$ cat config.mk
export PLATFORM = sky130hd
export DESIGN_NAME = blink_monitor
export DESIGN_NICKNAME = d
export VERILOG_FILES = /design/src/rtl/blink_pkg.sv /design/src/rtl/blink_gap_ctr.sv /design/src/rtl/blink_monitor.sv
export SDC_FILE = /design/constraint.sdc
export NUM_CORES = 1
export LEC_CHECK = 0
export ABC_AREA = 1
export CAP_MARGIN = 40
export CORE_ASPECT_RATIO = 2
export CORE_UTILIZATION = 50
export CTS_CLUSTER_DIAMETER = 30
export CTS_CLUSTER_SIZE = 14
export DETAILED_ROUTE_END_ITERATION = 8
export PLACE_DENSITY = 0.81
export SETUP_SLACK_MARGIN = 0.3
export SYNTH_ARGS = -nofsm -noshare
export SYNTH_HDL_FRONTEND = slang
export SYNTH_SLANG_ARGS = --single-unit
export TNS_END_PERCENT = 30
$ cat constraint.sdc
create_clock -name clk -period 2.8 [get_ports clk]
set_input_delay 0.28 -clock clk [delete_from_list [all_inputs] [get_ports clk]]
set_output_delay 0.28 -clock clk [all_outputs]
set_load 0.005 [all_outputs]
$ cat src/rtl/blink_pkg.sv
// Shared types and helpers for the blink generator monitor.
package blink_pkg;

  // Monitor lock state
  typedef enum logic [1:0] {
    IDLE,
    SYNC,
    LOCKED,
    FAULT
  } state_t;

  // Cause reported alongside the sticky error
  typedef enum logic [1:0] {
    ERR_NONE,
    ERR_EARLY,
    ERR_MISSING,
    ERR_TOGGLE
  } err_code_t;

  // Gap value seen on the cycle a correctly spaced flag arrives: D-1 = 2^cbits - 1
  function automatic int unsigned gap_limit(input int unsigned cbits);
    return (32'd1 << cbits) - 32'd1;
  endfunction

endpackage

$ cat src/rtl/blink_gap_ctr.sv
// Saturating cycles-since-last-flag counter for blink_monitor.
// o_gap clears on i_clear and otherwise counts up, sticking at all-ones.
module blink_gap_ctr
  import blink_pkg::*;
#(
  parameter int CBITS = 12
) (
  input  logic           clk,
  input  logic           rst_n,
  input  logic           i_clear,
  output logic [CBITS:0] o_gap,
  output logic           o_at_limit
);

  localparam int             W        = CBITS + 1;
  localparam logic [CBITS:0] LP_LIMIT = W'(gap_limit(CBITS));

  logic [CBITS:0] r_gap;

  // Count cycles since the last flag; never wrap past all-ones
  always_ff @(posedge clk or negedge rst_n) begin
    // NOTE: sequential state uses non-blocking assignments so every register
    // samples pre-edge values regardless of block ordering.
    if (!rst_n) begin
      r_gap <= '0;
    end else if (i_clear) begin
      r_gap <= '0;
    end else if (r_gap != '1) begin
      r_gap <= r_gap + W'(1);
    end
  end

  assign o_gap      = r_gap;
  assign o_at_limit = (r_gap == LP_LIMIT);

endmodule

$ cat src/rtl/blink_monitor.sv
// Lock/check monitor for the blink generator's led/flg pair.
// Locks onto flg pulses spaced 2^CBITS cycles apart, then flags EARLY,
// MISSING and (optionally) TOGGLE violations with a sticky error.
// Build option: BLINK_MON_TOGGLE_CHECK_EN enables the led toggle checks;
// without it led is ignored and err_code never reports ERR_TOGGLE.
module blink_monitor
  import blink_pkg::*;
#(
  parameter int CBITS = 12
) (
  input  logic           clk,
  input  logic           rst_n,
  input  logic           led,
  input  logic           flg,
  input  logic           clr,
  output logic           locked,
  output logic           err,
  output logic [1:0]     err_code,
  output logic [CBITS:0] period
);

  localparam int             W        = CBITS + 1;
  localparam logic [CBITS:0] LP_LIMIT = W'(gap_limit(CBITS));

  state_t         r_state;
  state_t         w_state_nxt;
  err_code_t      r_err_code;
  err_code_t      w_code_nxt;
  logic           r_locked;
  logic           r_err;
  logic [CBITS:0] r_period;
  logic [CBITS:0] w_period_nxt;
  logic           w_period_ld;
  logic [CBITS:0] w_gap;
  logic           w_at_limit;
  logic           w_tog_err;
  logic           w_early;
  logic           w_missing;

  // A clear in the same cycle as flg restarts the gap as well
  blink_gap_ctr #(.CBITS(CBITS)) u_gap_ctr (
    .clk       (clk),
    .rst_n     (rst_n),
    .i_clear   (flg | clr),
    .o_gap     (w_gap),
    .o_at_limit(w_at_limit)
  );

`ifdef BLINK_MON_TOGGLE_CHECK_EN
  logic r_led_q;
  logic r_flg_q;

  // Previous-cycle samples for toggle detection
  always_ff @(posedge clk or negedge rst_n) begin
    if (!rst_n) begin
      r_led_q <= 1'b0;
      r_flg_q <= 1'b0;
    end else begin
      r_led_q <= led;
      r_flg_q <= flg;
    end
  end

  // led must toggle exactly on the cycle after a flag: toggle != flg_q is an error
  assign w_tog_err = (led ^ r_led_q) ^ r_flg_q;
`else
  logic w_unused_led;
  assign w_unused_led = led;
  assign w_tog_err    = 1'b0;
`endif

  assign w_early   = flg & (w_gap < LP_LIMIT);
  assign w_missing = ~flg & w_at_limit;

  // Measured distance is gap+1, held at all-ones once the gap saturates
  assign w_period_nxt = (&w_gap) ? w_gap : w_gap + W'(1);

  // Next-state, error-code and period-load decode
  always_comb begin
    // NOTE: every output of this block gets a default first so no path can
    // leave one unassigned and infer a latch.
    w_state_nxt = r_state;
    w_code_nxt  = r_err_code;
    w_period_ld = 1'b0;
    if (clr) begin
      w_state_nxt = IDLE;
      w_code_nxt  = ERR_NONE;
    end else begin
      w_period_ld = flg && (r_state != IDLE);
      unique case (r_state)
        IDLE: begin
          if (flg) w_state_nxt = SYNC;
        end
        SYNC: begin
          if (flg && w_at_limit) w_state_nxt = LOCKED;
        end
        LOCKED: begin
          if (w_tog_err) begin
            w_state_nxt = FAULT;
            w_code_nxt  = ERR_TOGGLE;
          end else if (w_early) begin
            w_state_nxt = FAULT;
            w_code_nxt  = ERR_EARLY;
          end else if (w_missing) begin
            w_state_nxt = FAULT;
            w_code_nxt  = ERR_MISSING;
          end
        end
        FAULT: begin
          w_state_nxt = FAULT;
        end
        default: w_state_nxt = IDLE;
      endcase
    end
  end

  // State and registered outputs
  always_ff @(posedge clk or negedge rst_n) begin
    if (!rst_n) begin
      r_state    <= IDLE;
      r_err_code <= ERR_NONE;
      r_locked   <= 1'b0;
      r_err      <= 1'b0;
      r_period   <= '0;
    end else begin
      r_state    <= w_state_nxt;
      r_err_code <= w_code_nxt;
      r_locked   <= (w_state_nxt == LOCKED);
      r_err      <= (w_state_nxt == FAULT);
      if (w_period_ld) r_period <= w_period_nxt;
    end
  end

  assign locked   = r_locked;
  assign err      = r_err;
  assign err_code = r_err_code;
  assign period   = r_period;

endmodule

==> results.cfg, run 1 <==
[sta]
relSlewSlack_pct = 71.4
setup_viol = 0
min_period_ps = 1680
clock_skew_ps = 8.64
setup_tns_ps = 0
finalHoldViolCount = 0
whs_ps = 381
max_freq_ghz = 0.595
worst_slack_ps = 1120
rsz0062_at_grt = false
post-route-period-util_pct = 60.0
maxSlewViolCount = 0
max_slew.worst_pin.slew_ps = 428

[layout]
fin_nets = 212
area_growth_pct = 22.2
final_cells = 237
n_antenna_cell = 0
final_util_pct = 65.4
final_layout_size_suffix_gt1_share_pct = 16.4
finalInstanceArea_sq_um = 1950

[routing]
dr.pass1.iters = 4
wl_per_cell_um = 13.5
totalWireLength_um = 3200
vias_per_cell = 5.35
ant_nets = 0
vias = 1267
drt_iter0_drc = 32
post-route-drc-count = 0

[clock_tree]
cts.repair.resized = 0
cts_setup_buffers = 0
clk_path_buf_depth = 2
hold_buffers = 0
cts_tree = done
h-tree-depth = 2
clock_sinks = 32
numCtsBuffers = 5
clock-root-buffer = clkbuf_8
path_clk_slew_ps = 70
worstSkewPairLatency_ps = 290

[outcome]
status = finished clean

[synth]
synthArstFlopShare_pct = 100
synth.area.top_cells = dfrtp_1 (50%), nand2_1 (10%), nor2_1 (5.9%)
synth-edff-count = 0
yosysTopAreaCell = dfrtp_1
synth.top_cell.area_share_pct = 50.3
ys.flop_type = dfrtp_1
synth_nets = 187
yosysWarnings = 0
post-synth-top-count-cell = nand2_1
ys_seq_area_share_pct = 50.3
ys_ff_latch = 32
ys_types = 26
synth_area_per_cell_sq_um = 8.80
netlist_area_sq_um = 1590
syn_inst = 181
synth_common_cells = nand2_1 (43), dfrtp_1 (32), nor2_1 (25)

[floorplan]
rows = 28
initial_core_util_pct = 53.5
dieArea_sq_um = 3430
pin_count = 22
coreArea_sq_um = 2980
die_x_um = 41.9
die_y_um = 81.8

[critical_path]
crit_type = flop to flop
required_ps = 3010
worst_setup_path_start_kind = flop
path_max_fanout = 17
regToRegSetupSlack_ps = 1120
cp.arrival_ps = 1890
end_kind = flop
reg2regPathDepth = 9

[placed_design]
hpwl_um = 2240
pre_cts_ws_ps = 1040
port-buffer-count = 20
gp_congestion = 0.822
placed_cells = 229
postPlaceCellArea_sq_um = 1820

[power_and_ir_drop]
finalPower_mw = 1.14
ir_drop_mv = 0.452
leakagePower_nw = 0.893
power_per_cell_area_nw_per_um2 = 585

[global_routing]
grt_first_pass_wirelength_um = 5490
antenna_found_initial = 0
track_usage_pct = 21.4
grt_pass1_vias = 1275
overflow = 0
grt_max_degree = 33

[flow_run]
cap_violations = 0

[worst_hold_path]
hold_class = primary input to asynchronous set/reset pin
critical path, stage by stage, from the launching register on:
cell and delay (ps):
dfrtp_1 420, ha_1 270, inv_1 70, nor2_2 120, nand2_2 100, inv_2 90
nand2_4 150, inv_2 130, nand2_1 70, a21oi_1 160
routing by layer:
metal / wire [um] / track usage, % / vias up
li1: - / - / 621
met2: 1860 / 39.7 / 25
met5: 0 / 0 / -
met1: 1170 / 21.9 / 614
met3: 84 / 4.18 / 7
met4: 86 / 12.3 / 0
area by class of cell:
cell class	instances	area (sq um)
flip-flops and latches	32	801
repair buffers	22	215
fillers	230	1030
inverters	20	75.1
clock buffers	7	96.3
multi-input cells	125	692
well taps	30	37.5
clock inverters	1	30.0
cells by family after synthesis:
family,after synthesis,share of synthesized area (%)
buffers and inverters,24,6.28
adders and majority gates,1,0.785
xor gates and xnor gates,9,4.95
and+or+nand+nor,91,26.6
AOI/OAI and AO/OA,24,11.2
DFF,32,50.3
final timing paths:
check | from | endpoint
max in group asynchronous | rst_n | period[11]$_DFFE_PN0P_
worst max register to register | u_gap_ctr.o_gap[0]$_DFFE_PN0P_ | u_gap_ctr.o_gap[0]$_DFFE_PN0P_
worst max-delay path | u_gap_ctr.o_gap[0]$_DFFE_PN0P_ | u_gap_ctr.o_gap[0]$_DFFE_PN0P_
worst min-delay path | rst_n | period[8]$_DFFE_PN0P_
worst min register to register | period[0]$_DFFE_PN0P_ | period[0]$_DFFE_PN0P_
min in group clk | period[0]$_DFFE_PN0P_ | period[0]$_DFFE_PN0P_
power breakdown:
| part | switching (mW) | internal, mW |
|---|---|---|
| combinational | 0.0592 | 0.0810 |
| sequential | 0.0177 | 0.494 |
| clock | 0.173 | 0.314 |
| total | 0.250 | 0.889 |
flip-flops by register name (all words and copies together) (netlist names):
name	flops
err	1
err_code	2
locked	1
period	13
r_state	2
u_gap_ctr.o_gap	13
placed cells by master, fill, tap and decap left out, drive strengths merged:
cell,synthesis,routed
nand4,1,1
dfrtp,32,32
buf,3,2
o21ai,6,6
nor3,1,1
clkbuf,1,7
xnor2,2,2
bufinv,0,1
inv,20,20
clkdlybuf4s50,0,20
nand3,8,8
a31oi,8,8
ha,1,1
nor2,30,30
nand2,51,51
xor2,7,7
a21oi,10,10
Note: power is estimated with default switching activity, not from simulation.
==> inputs of run 2 (changes only) <==
--- a/config.mk
+++ b/config.mk
@@ -8,7 +8,7 @@
 export ABC_AREA = 1
 export CAP_MARGIN = 40
 export CORE_ASPECT_RATIO = 2
-export CORE_UTILIZATION = 50
+export CORE_UTILIZATION = 48
 export CTS_CLUSTER_DIAMETER = 30
 export CTS_CLUSTER_SIZE = 14
 export DETAILED_ROUTE_END_ITERATION = 8
==> constraint.sdc (replaced) <==
create_clock -name clk -period 1.5 [get_ports clk]
set_input_delay 0.15 -clock clk [delete_from_list [all_inputs] [get_ports clk]]
set_output_delay 0.15 -clock clk [all_outputs]
set_load 0.005 [all_outputs]
==> run 2 against run 1 <==
  * Cell area grew 15%
  * Combinational power grew 110%
  * First-iteration DRC count shrank 16%
  * Final cell count grew 8.4%
  * Clock power grew 41%
  * Non-clock buffer count grew 18
  * Sequential share of layout area shrank 5.2 points
  * Sequential cell count is the same
  * Power grew 70%
  * Via count grew 8.2%
==> results.cfg, run 2 (synthesis results as in run 1) <==
[sta]
maxSlewViolCount = 0
worst_slack_ps = 60.6
clock_skew_ps = 2.74
post-route-period-util_pct = 96.0
finalHoldViolCount = 0
max_slew.worst_pin.slew_ps = 402
rsz0062_at_grt = true
relSlewSlack_pct = 73.2
min_period_ps = 1440
max_freq_ghz = 0.695
whs_ps = 245
setup_viol = 0
setup_tns_ps = 0

[critical_path]
path_max_fanout = 3
worst_setup_path_start_kind = flop
required_ps = 1670
end_kind = flop
crit_type = flop to flop
cp.arrival_ps = 1610

[placed_design]
port-buffer-count = 20
pre_cts_ws_ps = 11.3
gp_congestion = 0.816
hpwl_um = 2530

[floorplan]
die_x_um = 42.7
initial_core_util_pct = 50.5
coreArea_sq_um = 3160
die_y_um = 83.5
dieArea_sq_um = 3570
pin_count = 22
rows = 29

[clock_tree]
clock-root-buffer = clkbuf_8
clock_sinks = 32
h-tree-depth = 2
path_clk_slew_ps = 70
clk_path_buf_depth = 2
worstSkewPairLatency_ps = 290
numCtsBuffers = 5
cts_tree = done

[power_and_ir_drop]
power_per_cell_area_nw_per_um2 = 867
leakagePower_nw = 1.03
ir_drop_mv = 0.854

[flow_run]
cap_violations = 0

[layout]
final_layout_size_suffix_gt1_share_pct = 34.1
final_util_pct = 70.9
fin_nets = 231
area_growth_pct = 40.6
n_antenna_cell = 0
layout_common_cells = nand2_1 (39), dfrtp_1 (28), nor2_1 (23)
layout_commonest_cell = nand2_1

[routing]
drt_iter0_drc = 27
dr.pass1.iters = 4
post-route-drc-count = 0
totalWireLength_um = 3970
vias_per_cell = 5.33
vias = 1371
ant_nets = 0
wl_per_cell_um = 15.5

[global_routing]
grt_first_pass_wirelength_um = 5920
grt_max_degree = 33
antenna_found_initial = 0
grt_pass1_vias = 1341
track_usage_pct = 22.6
overflow = 0

[worst_hold_path]
hold_class = primary input to asynchronous set/reset pin

[outcome]
status = finished clean
run 2: cell count changes in the layout (fill, tap and decap cells not counted), sizes merged:
| cell | previous run | this run |
|---|---|---|
| bufinv | 1 | 0 |
| clkinvlp | 0 | 2 |
| clkinv | 0 | 1 |
| buf | 2 | 20 |
| nand2 | 51 | 52 |
| clkbuf | 7 | 5 |
run 2: cell type report:
type / count / area [sq um]
Sequential cell: 32 / 806
Tap cell: 31 / 38.8
Multi-Input combinational cell: 126 / 845
Fill cell: 235 / 917
Clock buffer: 5 / 68.8
Clock inverter: 3 / 23.8
Inverter: 20 / 87.6
Timing Repair Buffer: 40 / 370
run 2: metrics by stage:
step | instance area, sq um | std cells | power (mW)
3_5_place_dp | 1910 | 239 | 1.26
2_1_floorplan | 1620 | 181 | 1.08
5_1_grt | 2240 | 257 | 2.02
3_3_place_gp | 1910 | 239 | 1.24
4_1_cts | 2090 | 251 | 1.93
6_report | 2240 | 257 | 1.94
run 2: critical path, stage by stage, from the launching register on:
cell	delay, ps
dfrtp_2	430
ha_4	150
inv_2	40
nor2_2	130
nand2_4	100
buf_4	150
xor2_2	210
a31oi_4	110
run 2: final timing paths:
check	start	endpoint	slack [ps]	depth (start not counted)
max reg2reg	u_gap_ctr.o_gap[1]$_DFFE_PN0P_	period[8]$_DFFE_PN0P_	60	7
min	rst_n	period[0]$_DFFE_PN0P_	240	2
min reg2reg	period[1]$_DFFE_PN0P_	period[1]$_DFFE_PN0P_	490	2
max in group asynchronous	rst_n	u_gap_ctr.o_gap[3]$_DFFE_PN0P_	940	2
min in group clk	period[1]$_DFFE_PN0P_	period[1]$_DFFE_PN0P_	490	2
max	u_gap_ctr.o_gap[1]$_DFFE_PN0P_	period[8]$_DFFE_PN0P_	60	7
run 2: where the power goes:
part / total (mW) / internal [mW] / switching, mW
logic: 0.299 / 0.172 / 0.127
registers: 0.958 / 0.922 / 0.0354
clock network: 0.686 / 0.328 / 0.357
total: 1.94 / 1.42 / 0.520
run 2: timing repair:
action | 4_1_cts | 5_1_grt
setup endpoints to repair | 49 | 49
gates cloned | 0 | 1
gates resized for setup | 10 | 26
buffers inserted | 4 | 5
pin swaps | 5 | 3
hold buffers | 0 | 0
run 2: routing by layer:
| metal | GRT usage, % | wire length (um) | vias up |
|---|---|---|---|
| li1 | - | - | 653 |
| met1 | 20.7 | 1370 | 656 |
| met2 | 40.9 | 2310 | 50 |
| met3 | 5.84 | 161 | 12 |
| met4 | 14.5 | 137 | 0 |
| met5 | 0 | 0 | - |
==> inputs of run 3 (changes only) <==
--- a/config.mk
+++ b/config.mk
@@ -14,6 +14,7 @@
 export DETAILED_ROUTE_END_ITERATION = 8
 export PLACE_DENSITY = 0.81
 export SETUP_SLACK_MARGIN = 0.3
+export SLEW_MARGIN = 20
 export SYNTH_ARGS = -nofsm -noshare
 export SYNTH_HDL_FRONTEND = slang
 export SYNTH_SLANG_ARGS = --single-unit
==> results of run 3 <==
The final DEF is identical to that of run 2; final timing and power are the same.
